## config.mk

```make
export PLATFORM = sky130hd
export DESIGN_NAME = serial_pattern_tx
export DESIGN_NICKNAME = d
export VERILOG_FILES = /design/src/rtl/serial_pattern_pkg.sv /design/src/rtl/pattern_shift_reg.sv /design/src/rtl/serial_pattern_tx.sv
export SDC_FILE = /design/constraint.sdc
export NUM_CORES = 1
export LEC_CHECK = 0
export BUFFER_PORTS_ARGS = -buffer_cell sky130_fd_sc_hd__buf_2
export CAP_MARGIN = 30
export CORE_UTILIZATION = 50
export DETAILED_ROUTE_END_ITERATION = 8
export PLACE_DENSITY_LB_ADDON = 0.12
export SLEW_MARGIN = 40
export SYNTH_ARGS = -nofsm -noshare
export SYNTH_HDL_FRONTEND = slang
export SYNTH_SLANG_ARGS = --single-unit
```

## constraint.sdc

```tcl
create_clock -name clk -period 3 [get_ports clk]
set_clock_uncertainty 0.15 [all_clocks]
set_input_delay 0.15 -clock clk [delete_from_list [all_inputs] [get_ports clk]]
set_output_delay 0.15 -clock clk [all_outputs]
set_load 0.01 [all_outputs]
```

## src/rtl/serial_pattern_pkg.sv

```systemverilog
`default_nettype none
// ============================================================================
// Module      : serial_pattern_pkg
// Description : Shared state encoding and default sizing for serial_pattern_tx.
// Revision    : 1.0 - initial release
// ============================================================================
package serial_pattern_pkg;

  localparam int c_pat_w = 4;
  localparam int c_rep_w = 8;
  localparam int c_gap_w = 4;
  localparam logic [c_pat_w-1:0] c_def_pat = 4'b1101;

  typedef enum logic [1:0] {
    S_IDLE  = 2'd0,
    S_SHIFT = 2'd1,
    S_GAP   = 2'd2,
    S_DONE  = 2'd3
  } state_t;

endpackage
`default_nettype wire

```

## src/rtl/pattern_shift_reg.sv

```systemverilog
`default_nettype none
// ============================================================================
// Module      : pattern_shift_reg
// Description : MSB-first pattern shifter with registered serial bit,
//               bit-index counter and last-bit flag.
// Revision    : 1.0 - initial release
// ============================================================================
module pattern_shift_reg #(
  parameter int PAT_W = 4
) (
  input  logic             clk,
  input  logic             rst,
  input  logic             i_load,
  input  logic             i_shift,
  input  logic             i_clear,
  input  logic [PAT_W-1:0] i_data,
  output logic             o_msb,
  output logic             o_last
);

  localparam int IDX_W = $clog2(PAT_W);
  localparam logic [IDX_W-1:0] c_idx_top = IDX_W'(PAT_W - 1);

  // r_data holds the bits still to be sent after the one currently on r_bit
  logic [PAT_W-1:0] r_data;
  logic [IDX_W-1:0] r_idx;
  logic             r_bit;

  always_ff @(posedge clk or negedge rst) begin
    if (!rst) begin
      r_data <= '0;
      r_idx  <= '0;
      r_bit  <= 1'b0;
    end else if (i_load) begin
      r_bit  <= i_data[PAT_W-1];
      r_data <= {i_data[PAT_W-2:0], 1'b0};
      r_idx  <= c_idx_top;
    end else if (i_shift) begin
      r_bit  <= r_data[PAT_W-1];
      r_data <= {r_data[PAT_W-2:0], 1'b0};
      r_idx  <= r_idx - IDX_W'(1);
    end else if (i_clear) begin
      r_bit  <= 1'b0;
    end
  end

  assign o_msb  = r_bit;
  assign o_last = (r_idx == '0);

endmodule
`default_nettype wire

```

## src/rtl/serial_pattern_tx.sv

```systemverilog
`default_nettype none
// ============================================================================
// Module      : serial_pattern_tx
// Description : Repeating MSB-first serial pattern generator with idle gaps.
// Revision    : 1.0 - initial release
// ============================================================================
module serial_pattern_tx
  import serial_pattern_pkg::*;
#(
  parameter int               PAT_W   = c_pat_w,
  parameter logic [PAT_W-1:0] DEF_PAT = c_def_pat,
  parameter int               REP_W   = c_rep_w,
  parameter int               GAP_W   = c_gap_w
) (
  input  logic             clk,
  input  logic             rst,
  input  logic             start,
  input  logic             use_default,
  input  logic [PAT_W-1:0] pattern_in,
  input  logic [REP_W-1:0] rep_cnt,
  input  logic [GAP_W-1:0] gap_cnt,
  output logic             ready,
  output logic             out_bit,
  output logic             out_valid,
  output logic             done
);

  state_t           r_state;
  logic [PAT_W-1:0] r_pat;
  logic [REP_W-1:0] r_rep;
  logic [GAP_W-1:0] r_gap;
  logic [GAP_W-1:0] r_gap_left;
  logic             r_ready;
  logic             r_valid;
  logic             r_done;

  logic [PAT_W-1:0] w_sel_pat;
  logic [PAT_W-1:0] w_load_data;
  logic             w_load;
  logic             w_shift;
  logic             w_clear;
  logic             w_last;
  logic             w_bit;

  always_comb begin
    w_sel_pat   = use_default ? DEF_PAT : pattern_in;
    w_load_data = r_pat;
    w_load      = 1'b0;
    w_shift     = 1'b0;
    w_clear     = 1'b0;
    case (r_state)
      S_IDLE: begin
        if (start && rep_cnt != '0) begin
          w_load      = 1'b1;
          w_load_data = w_sel_pat;
        end
      end
      S_SHIFT: begin
        if (!w_last)
          w_shift = 1'b1;
        else if (r_rep != REP_W'(1) && r_gap == '0)
          w_load = 1'b1;
        else
          w_clear = 1'b1;
      end
      S_GAP: begin
        if (r_gap_left == '0)
          w_load = 1'b1;
      end
      default: ;
    endcase
  end

  pattern_shift_reg #(
    .PAT_W (PAT_W)
  ) u_shift (
    .clk     (clk),
    .rst     (rst),
    .i_load  (w_load),
    .i_shift (w_shift),
    .i_clear (w_clear),
    .i_data  (w_load_data),
    .o_msb   (w_bit),
    .o_last  (w_last)
  );

  // r_rep counts repetitions still owed, including the one being shifted
  always_ff @(posedge clk or negedge rst) begin
    if (!rst) begin
      r_state    <= S_IDLE;
      r_pat      <= '0;
      r_rep      <= '0;
      r_gap      <= '0;
      r_gap_left <= '0;
      r_ready    <= 1'b1;
      r_valid    <= 1'b0;
      r_done     <= 1'b0;
    end else begin
      case (r_state)
        S_IDLE: begin
          if (start) begin
            r_ready <= 1'b0;
            r_pat   <= w_sel_pat;
            r_rep   <= rep_cnt;
            r_gap   <= gap_cnt;
            if (rep_cnt == '0) begin
              r_state <= S_DONE;
              r_done  <= 1'b1;
            end else begin
              r_state <= S_SHIFT;
              r_valid <= 1'b1;
            end
          end
        end
        S_SHIFT: begin
          if (w_last) begin
            if (r_rep == REP_W'(1)) begin
              r_rep   <= '0;
              r_state <= S_DONE;
              r_valid <= 1'b0;
              r_done  <= 1'b1;
            end else begin
              r_rep <= r_rep - REP_W'(1);
              if (r_gap != '0) begin
                r_state    <= S_GAP;
                r_valid    <= 1'b0;
                r_gap_left <= r_gap - GAP_W'(1);
              end
            end
          end
        end
        S_GAP: begin
          if (r_gap_left == '0) begin
            r_state <= S_SHIFT;
            r_valid <= 1'b1;
          end else begin
            r_gap_left <= r_gap_left - GAP_W'(1);
          end
        end
        S_DONE: begin
          r_done  <= 1'b0;
          r_ready <= 1'b1;
          r_state <= S_IDLE;
        end
        default: r_state <= S_IDLE;
      endcase
    end
  end

  assign ready     = r_ready;
  assign out_bit   = w_bit;
  assign out_valid = r_valid;
  assign done      = r_done;

endmodule
`default_nettype wire

```

Yosys cells after proc, flatten, opt, wreduce, memory -nomap -nowiden:

Index checks and enable logic that the tools add are counted.

* register bits after elaboration: 32
* input bits: 20
* output and inout port bits: 4
* logic and storage cells: 103

* add/subtract/negate cells: 4
* equality and inequality tests: 15
* muxes and demuxes: 50
* reductions and logical operators: 23

Operators with widths (count)
* $mux W4: 9
* $mux W8: 3
* $mux W1: 23
* $ne A2 B2 Y1 const B: 9
* $mux W2: 8
* $pmux W8 S2: 1
* $reduce_and A5 Y1: 2
* $pmux W1 S3: 3
* $reduce_bool A3 Y1: 3
* $eq A8 B1 Y1 const B: 1
* $logic_not A4 Y1: 2
* $logic_not A8 Y1: 1
* $ne A8 B1 Y1 const B: 1
* $pmux W2 S4: 1
* $pmux W4 S2: 1
* $reduce_bool A2 Y1: 4
* $reduce_bool A8 Y1: 1
* $sub A4 B1 Y4 const B: 2
* $sub A8 B1 Y8 const B: 1
* $reduce_and A6 Y1: 1
* $eq A2 B2 Y1 const B: 2
* $logic_not A2 Y1: 2
* $reduce_and A2 Y1: 2
* $reduce_and A4 Y1: 1
* 7 further kinds: 8

Longest topological paths before layout:

Gate-level depths: netlist of run 1.

* depth in word-level cells: 8
* depth in mapped cells: 9
* depth with buffers taken out: 8

Modules after synthesis:

A second synthesis of run 1 with hierarchy kept.

* cell total of the unflattened synthesis: 194
* area total of the unflattened synthesis: 1928.1 um^2

Modules (own cells, without submodules)
* serial_pattern_tx: times used 1, cells each 166, area an instance 1635.3 um^2
* pattern_shift_reg: times used 1, cells each 28, area an instance 292.8 um^2

Worst setup path after synthesis of run 1:

OpenSTA, ideal clock, no wires.

* path type: register to register
* start point: reg r_rep[1]
* end point: reg r_gap_left[0]
* setup time: 0.125 ns
* arrival: 1.829 ns
* path slack: 0.896 ns
* stages on the path, launching flop included: 8
* path buffers: 0
* cells stage by stage: dfrtp_1 > inv_1 > ha_1 > or4b_4 > nor2_1 > o31ai_1 > nand2_1 > mux2_2

* word-level cells in the longest chain between the ends: 3

Ends and longest elaborated chain
* start, declared: line serial_pattern_tx.sv:30 `logic [REP_W-1:0] r_rep;`
* start signal, assigned: line serial_pattern_tx.sv:104 `r_rep <= rep_cnt;`
* start signal, assigned: line serial_pattern_tx.sv:123 `r_rep <= r_rep - REP_W'(1);`
* $eq A8 B1 Y1: line serial_pattern_tx.sv:117 `if (r_rep == REP_W'(1)) begin`
* $ne A2 B2 Y1 (no line)
* $reduce_and A5 Y1 (no line)
* end signal, assigned: line serial_pattern_tx.sv:127 `r_gap_left <= r_gap - GAP_W'(1);`
* end signal, assigned: line serial_pattern_tx.sv:137 `r_gap_left <= r_gap_left - GAP_W'(1);`
* end, declared: line serial_pattern_tx.sv:32 `logic [GAP_W-1:0] r_gap_left;`

No other way between the ends.
A chain may end at the register's enable or synchronous reset.

Worst setup path in the final report of run 1:

* start point: reg r_state[1]
* end point: reg r_state[0]

* word-level cells in the longest chain between the ends: 3
* elaborated cells between the ends (all ways): 10
* those cells by class: eq/ne (7); mux (1); reduce/logical (2)

Ends and longest elaborated chain
* start, declared: line serial_pattern_tx.sv:28 `state_t r_state;`
* start signal, assigned: line serial_pattern_tx.sv:90 `r_state <= S_IDLE;`
* start signal, assigned: line serial_pattern_tx.sv:107 `r_state <= S_DONE;`
* start signal, assigned: line serial_pattern_tx.sv:110 `r_state <= S_SHIFT;`
* $eq A2 B1 Y1 (tied with other cells): line serial_pattern_tx.sv:99 `case (r_state)`
* $ne A3 B3 Y1 (no line) or $ne A2 B2 Y1 (tied branches)
* $reduce_and A4 Y1 (no line)

Several ways; a longest one is shown, not always the timed one.

==> metrics.sh, run 1 <==
OUTCOME='complete, but fails checks'
FAILED_CHECKS='hold timing'
DR.PASS1.ITERS=4
N_FILL_CELL=328
POWER_DENSITY_OVER_THE_CELLS_mW_PER_MM2=1100
SYNTH-SEQ-AREA-SHARE_PCT=40.9
GR_OVERFLOW_TOTAL=0
SYN_AREA_PER_CELL_UM2=9.00
FINALMAXSLEWVIOLATIONS=0
FINAL-HOLD-VIOLATION-COUNT=1
DIE_AREA_MM2=0.00405
TOTAL_POWER_mW=2.43
DETAIL_ROUTE.WL_PER_CELL_UM=16.1
CTS_RESIZED=0
ANT_NETS=0
HOLD_PATH_CLASS='input port to flop'
DP_HPWL_MM=3.40
AREA_GROWTH_SYN_TO_LAYOUT_PCT=16.5
GRT_PASS1_VIAS=1762
SYNTH_COMMONEST_CELLS='30 x sky130_fd_sc_hd__dfrtp_1, 26 x sky130_fd_sc_hd__o21ai_0, 21 x sky130_fd_sc_hd__nand2_1'
GRT_SETUP_UNREPAIRED='no'
VIA_COUNT=1707
SYNTH.LIB_CELLS_USED.DISTINCT=44
FLOORPLAN.INITIALDENSITY_PCT=51.9
TRITONCTS.NUM_BUFFERS=5
WORSTSKEWPAIRLATENCY_NS=0.29
IO_BUFFERS=23
REQUIRED_NS=3.02
GRT_MAX_DEGREE=32
STDCELL_AREA_MM2=0.00221
DRTITER0DRC=96
FINAL_NET_COUNT=269
DETAIL_ROUTE.VIAS_PER_CELL=5.89
CLK_ROOT_BUFFER_CELL='sky130_fd_sc_hd__clkbuf_8'
HTREE_LEVELS=2
NUMBER_OF_SYNTHESIZED_FLOPS_WITH_AN_ENABLE_PIN=0
LAYOUT_CELLS_SIZED_ABOVE_1_PCT=18.2
DIE_W_UM=63.6
YS_SEQ_ELEMENTS=31
DOMINANTREGCELLSYNTH='sky130_fd_sc_hd__dfrtp_1'
NETLIST_TOP_CELLS_AREA='sky130_fd_sc_hd__dfrtp_1 40%, sky130_fd_sc_hd__o21ai_0 6.9%, sky130_fd_sc_hd__ha_1 5.3%'
MAX_FREQ_MHz=385
IOPINCOUNT=24
SETUP.WORST_PATH.END_CLASS='flop'
DRT_DRC_VIOLATIONS_LEFT=0
NETLIST.TOP_CELL.BY_AREA='sky130_fd_sc_hd__dfrtp_1'
WL_MM=4.66
GRT_PASS1_WL_MM=7.89
DIODES=0
PATH_CLK_SLEW_NS=0.07
CRITICAL_PATH_PEAK_FANOUT=14
SYN_INST=211
GLOBAL_ROUTE.USAGE.TOTAL_PCT=25.6
CELLLEAKAGEPOWER_nW=0.994
CTS-ROOT-TO-SINK-BUFFERS=2
POST-ROUTE-UTIL_PCT=60.4
GLOBALPLACE.CONGESTION=0.865
MAPPEDNETLISTNETS=239
FINAL-SEQ-AREA_UM2=777
CRIT_PATH_START_KIND='flop'
WHS_NS=-0.000170
SLEW_HEADROOM_PCT=53.5
TIMING.MAX_CAP.VIOLATIONS=0
CHIPHEIGHT_UM=63.6
FINAL-SETUP-VIOL-COUNT=0
POST_LAYOUT_NONFILLER_INSTANCES=290
FIN_TNS_SETUP_NS=0
SYN_AREA_MM2=0.00190
TRITONCTS_NUM_SINKS=31
NUM_ROWS=22
TIMING.CRITICAL_PATH.ARRIVAL_NS=2.62
CORE_AREA_MM2=0.00366
ASYNC_SET_OR_RESET_FLOP_FRACTION_IN_THE_SYNTHESIZED_NETLIST_PCT=100
TIMING.FINAL.CRIT_SHARE_PCT=86.6
FINAL_CRITICAL_PATH_SETUP_SLACK_NS=0.401
CTS_TREE='yes'
SYNTH_MOST_COMMON_CELL='sky130_fd_sc_hd__dfrtp_1'
MULTIINPUTGATEAREA_MM2=0.00103
SYNTH_TOP_AREA_SHARE_PCT=39.5
SYNTH-WARNING-COUNT=0
DP_SLACK_NS=0.482
MIN_PERIOD_NS=2.60
POST_PLACE_INSTANCE_AREA_MM2=0.00204
ANTENNA_FOUND_INITIAL=0
WORST_SLEW_PIN_SLEW_NS=0.698
WORST-SETUP-PATH-TYPE='flop to flop'
NUMPLACEDINSTANCES=275
IR_DROP_V=0.000661
-- timing repair --
| action | 4_1_cts | 5_1_grt |
|---|---|---|
| hold endpoints to repair | 36 | 0 |
| setup buffers | 0 | 0 |
| hold buffers | 7 | 0 |
-- final timing paths --
kind	start	endpoint	slack, ns	cells after the start
setup / recovery	r_state[1]	r_state[0]	0.40	7
hold / removal	pattern_in[2]	r_pat[2]	-0.0002	3
setup reg to reg	r_state[1]	r_state[0]	0.40	7
hold reg to reg	r_pat[3]	r_pat[3]	0.34	2
max in group asynchronous	rst	u_shift.r_data[3]	1.96	2
min in group asynchronous	rst	r_rep[4]	0.29	2
-- where the power goes --
group	switching [mW]	internal (mW)
registers	0.184	0.637
clock network	0.157	0.209
logic	0.741	0.506
-- kinds of logic (layout without fill, tap and decap cells) --
logic type                 count (synthesis)  after routing  synth area share [%]
adders and majority gates                  8              8                  5.27
muxes                                     16             16                  8.89
DFF                                       31             31                  40.9
AOI/OAI and AO/OA                         70             70                  23.1
and+or+nand+nor                           64             64                  17.0
buffers and inverters                     22             53                  4.87
-- layout by cell type, fill, tap and decap left out, drive strengths merged, types with 2 or more instances in the layout --
master and count:
a31oi 4, o21ai 26, buf 24, a22oi 2, o31ai 3, clkbuf 8, and3 2, mux2i 9
nor2 14, nor2b 3, a21oi 14, ha 8, a32oi 2, a21o 2, inv 14, nor3 7
nand2 21, o2111ai 2, dlygate4sd3 7, dfrtp 30, a221oi 2, nor4 5, nand3 4, a211oi 3
mux2 7
-- routing by layer --
| layer | wire [um] | part of all wire (%) | track usage [%] |
|---|---|---|---|
| met1 | 2000 | 43 | 28.1 |
| met2 | 2390 | 51 | 45.5 |
| met3 | 191 | 4.1 | 6.34 |
| met4 | 78 | 1.7 | 12.2 |
| met5 | 0 | 0 | 0 |
-- registers in the layout, summed over array words and instances, names as in the netlist --
| register | flops |
|---|---|
| r_gap | 4 |
| u_shift.r_idx | 2 |
| r_pat | 4 |
| r_gap_left | 4 |
| out_valid | 1 |
| ready | 1 |
| u_shift.o_msb | 1 |
| r_state | 2 |
| done | 1 |
| r_rep | 8 |
| u_shift.r_data | 3 |
-- cell type report --
type	instances	share of cell area, %
Tap cell	48	2.71
Sequential cell	31	35.1
Clock buffer	8	4.52
Inverter	14	2.38
Timing Repair Buffer	31	8.71
Multi-Input combinational cell	158	46.5
-- critical path, stage by stage (launching register included) --
cell and delay, ns:
sky130_fd_sc_hd__dfrtp_1 0.42, sky130_fd_sc_hd__inv_1 0.14, sky130_fd_sc_hd__ha_1 0.43, sky130_fd_sc_hd__inv_1 0.31, sky130_fd_sc_hd__a21oi_1 0.51, sky130_fd_sc_hd__a221o_2 0.34
sky130_fd_sc_hd__a211o_1 0.12, sky130_fd_sc_hd__o21ai_0 0.07
No activity file was read; power rests on OpenSTA's default activity.
==> inputs of run 2 (changes only) <==
CORE_ASPECT_RATIO = 1.1   (was default)
RECOVER_POWER = 50   (was default)
==> run 2 against run 1 <==
Compared with the run above:
- the run ends with capacitance limit, slew limit left
- sequential power hardly changed
- critical path depth unchanged
- critical path type unchanged
- sequential cell count is the same
- non-clock buffer count unchanged
- count of clock-buffer cells in the layout stayed put
- worst setup slack gained 0.21 ns
- combinational power barely moved
- die area barely moved
- core utilization is 0.45 points higher
- fmax up 8.9%
- clock power fell by 2%
- hold slack gained 0.013 ns
- largest cell class unchanged
==> metrics.sh, run 2 (same netlist as run 1, synthesis figures left out) <==
GLOBALPLACE.CONGESTION=0.865  # about the same
LARGEST_REG_FLOPS=8  # unchanged
AREA_GROWTH_SYN_TO_LAYOUT_PCT=16.2  # was 16.5%
FINALMAXSLEWVIOLATIONS=32  # was 0
ANTENNA_FOUND_INITIAL=0  # unchanged
MOSTFREQUENTLAYOUTCELL='sky130_fd_sc_hd__dfrtp_1'  # unchanged
FINAL-HOLD-VIOLATION-COUNT=0  # was 1
N_FILL_CELL=325  # was 328
FAILED_CHECKS='capacitance limit, slew limit'  # was hold timing
DR.PASS1.ITERS=4  # unchanged
P_COMB_SHARE_PCT=51.3  # was 51.2%
WORST_SLEW_PIN_SLEW_NS=1.69  # was 0.698 ns
INTPOWER_mW=1.35  # about the same
CRIT_PATH_START_KIND='flop'  # unchanged
PATH_CLK_SLEW_NS=0.06  # was 0.07 ns
DRT_DRC_VIOLATIONS_LEFT=0  # unchanged
GRT_PASS1_VIAS=1784  # was 1762
WORST-SETUP-PATH-TYPE='flop to flop'  # unchanged
CTS_TREE='yes'  # unchanged
DIE_W_UM=60.8  # was 63.6 um
WHS_NS=0.0131  # was -0.000170 ns
GRT_SETUP_UNREPAIRED='no'  # unchanged
DIE_AREA_MM2=0.00405  # about the same
POSTCTSSETUPBUFFERS=0  # unchanged
CORE_AREA_MM2=0.00363  # was 0.00366 mm^2
CRITICAL_PATH_PEAK_FANOUT=14  # unchanged
NUM_ROWS=23  # was 22
WL_MM=4.42  # was 4.66 mm
CELLLEAKAGEPOWER_nW=0.985  # was 0.994 nW
VIA_COUNT=1745  # was 1707
TIMING.FINAL.CRIT_SHARE_PCT=79.5  # was 86.6%
DRTITER0DRC=114  # was 96
GRT_PASS1_WL_MM=7.62  # was 7.89 mm
REGMOSTFLOPS='r_rep'  # unchanged
TRITONCTS_NUM_SINKS=31  # unchanged
GR_OVERFLOW_TOTAL=0  # unchanged
DETAIL_ROUTE.WL_PER_CELL_UM=15.1  # was 16.1 um
DP_HPWL_MM=3.28  # was 3.40 mm
TIMING.MAX_CAP.VIOLATIONS=1  # was 0
SLEW_HEADROOM_PCT=-12.4  # was 53.5%
LAYOUT_CELLS_SIZED_ABOVE_1_PCT=16.9  # was 18.2%
ANT_NETS=0  # unchanged
FLOORPLAN.INITIALDENSITY_PCT=52.4  # was 51.9%
MIN_PERIOD_NS=2.39  # was 2.60 ns
DETAIL_ROUTE.VIAS_PER_CELL=5.98  # was 5.89
TRITONCTS.NUM_BUFFERS=5  # unchanged
GLOBAL_ROUTE.USAGE.TOTAL_PCT=25.1  # was 25.6%
FINAL-SEQ-AREA_UM2=777  # unchanged
POWER_DENSITY_OVER_THE_CELLS_mW_PER_MM2=1100  # about the same
TIMING.CRITICAL_PATH.ARRIVAL_NS=2.40  # was 2.62 ns
FIN_TNS_SETUP_NS=0  # unchanged
CLK_ROOT_BUFFER_CELL='sky130_fd_sc_hd__clkbuf_8'  # unchanged
DIODES=0  # unchanged
FINAL-SETUP-VIOL-COUNT=0  # unchanged
PWR-SHARE-CLK_PCT=14.8  # was 15.1%
IOPINCOUNT=24  # unchanged
CTS_RESIZED=0  # unchanged
IO_BUFFERS=23  # unchanged
IR_DROP_V=0.000515  # was 0.000661 V
POWER_SWITCHING_mW=1.07  # was 1.08 mW
REQUIRED_NS=3.01  # was 3.02 ns
MAX_FREQ_MHz=419  # was 385 MHz
SEQUENTIALPOWERSHARE_PCT=33.9  # was 33.7%
SETUP.WORST_PATH.END_CLASS='flop'  # unchanged
WORSTSKEWPAIRLATENCY_NS=0.28  # was 0.29 ns
CHIPHEIGHT_UM=66.6  # was 63.6 um
LAYOUT.CELLS.MOST_COMMON_LIST='30 x sky130_fd_sc_hd__dfrtp_1, 26 x sky130_fd_sc_hd__o21ai_0, 21 x sky130_fd_sc_hd__nand2_1'  # was 30 x sky130_fd_sc_hd__dfrtp_1, 26 x sky130_fd_sc_hd__o21ai_0, 23 x sky130_fd_sc_hd__buf_2
FINAL_NET_COUNT=269  # unchanged
HOLD_PATH_CLASS='input port to flop'  # unchanged
OUTCOME='complete, but fails checks'  # unchanged
CTS-ROOT-TO-SINK-BUFFERS=2  # unchanged
SWITCHING_SHARE_PCT=44.1  # was 44.5%
MULTIINPUTGATEAREA_MM2=0.00103  # unchanged
GRT_MAX_DEGREE=32  # unchanged
HTREE_LEVELS=2  # unchanged
==> run 2: cell types whose count changed in the layout (fill, tap and decap cells not counted) <==
cell                            before  now
sky130_fd_sc_hd__dlygate4sd3_1       7    6
sky130_fd_sc_hd__buf_2              23   19
sky130_fd_sc_hd__clkbuf_1            1    5
sky130_fd_sc_hd__buf_4               1    2
==> run 2: power groups by stage <==
stage                     logic [mW]  registers [mW]  clock network [mW]
final                           1.24           0.819               0.358
after global routing            1.42           0.853               0.381
after CTS                       1.24           0.815               0.367
after detailed placement        1.22           0.822                   0
after global placement          1.18           0.808                   0
after floorplan                0.942           0.782                   0
==> run 2: critical path, stage by stage, from the launching register on <==
cell,delay (ns)
sky130_fd_sc_hd__dfrtp_1,0.40
sky130_fd_sc_hd__inv_1,0.11
sky130_fd_sc_hd__ha_1,0.23
sky130_fd_sc_hd__inv_1,0.33
sky130_fd_sc_hd__a21oi_1,0.24
sky130_fd_sc_hd__a221o_2,0.47
sky130_fd_sc_hd__a211oi_1,0.23
sky130_fd_sc_hd__o21ai_0,0.10
==> run 2: cell type report <==
type / instances / share of cell area (%)
multi-input cells: 158 / 46.7
inverters: 14 / 2.38
flip-flops and latches: 31 / 35.2
repair buffers: 31 / 8.39
clock buffers: 8 / 4.54
well taps: 50 / 2.83
==> run 2: what timing repair did <==
| item | CTS | global route |
|---|---|---|
| hold buffers | 6 | 0 |
| hold endpoints to repair | 35 | 0 |
| endpoints found under the setup margin | 0 | 0 |
==> run 2: worst paths after layout <==
path	from	endpoint	slack, ns	cells after the start
max	r_state[1]	r_state[0]	0.61	7
min	pattern_in[3]	r_pat[3]	0.01	3
max reg2reg	r_state[1]	r_state[0]	0.61	7
min reg2reg	r_pat[3]	r_pat[3]	0.34	2
max in group asynchronous	rst	u_shift.o_msb	1.02	2
min in group asynchronous	rst	r_rep[0]	0.71	2
==> run 2: metrics by stage <==
step / utilization [%] / setup slack (ns) / instance area, um^2 / power, mW / instances
after floorplan: - / 0.896 / 1900 / 1.72 / 211
after global placement: 56.6 / 0.673 / 2050 / 1.99 / 278
after detailed placement: 56.6 / 0.665 / 2050 / 2.04 / 278
after CTS: 61.0 / 0.644 / 2210 / 2.42 / 292
after global routing: 60.9 / 0.435 / 2210 / 2.65 / 292
final: 60.9 / 0.614 / 2210 / 2.42 / 292
==> run 2: metal layers <==
metal | track usage (%) | wire, um | share of wire, % | vias to the layer above
met4 | 10.2 | 78 | 1.8 | 0
met1 | 28.9 | 1860 | 42 | 834
met2 | 44.1 | 2270 | 51 | 67
met5 | 0 | 0 | 0 | -
met3 | 5.24 | 208 | 4.7 | 11
li1 | - | - | - | 833
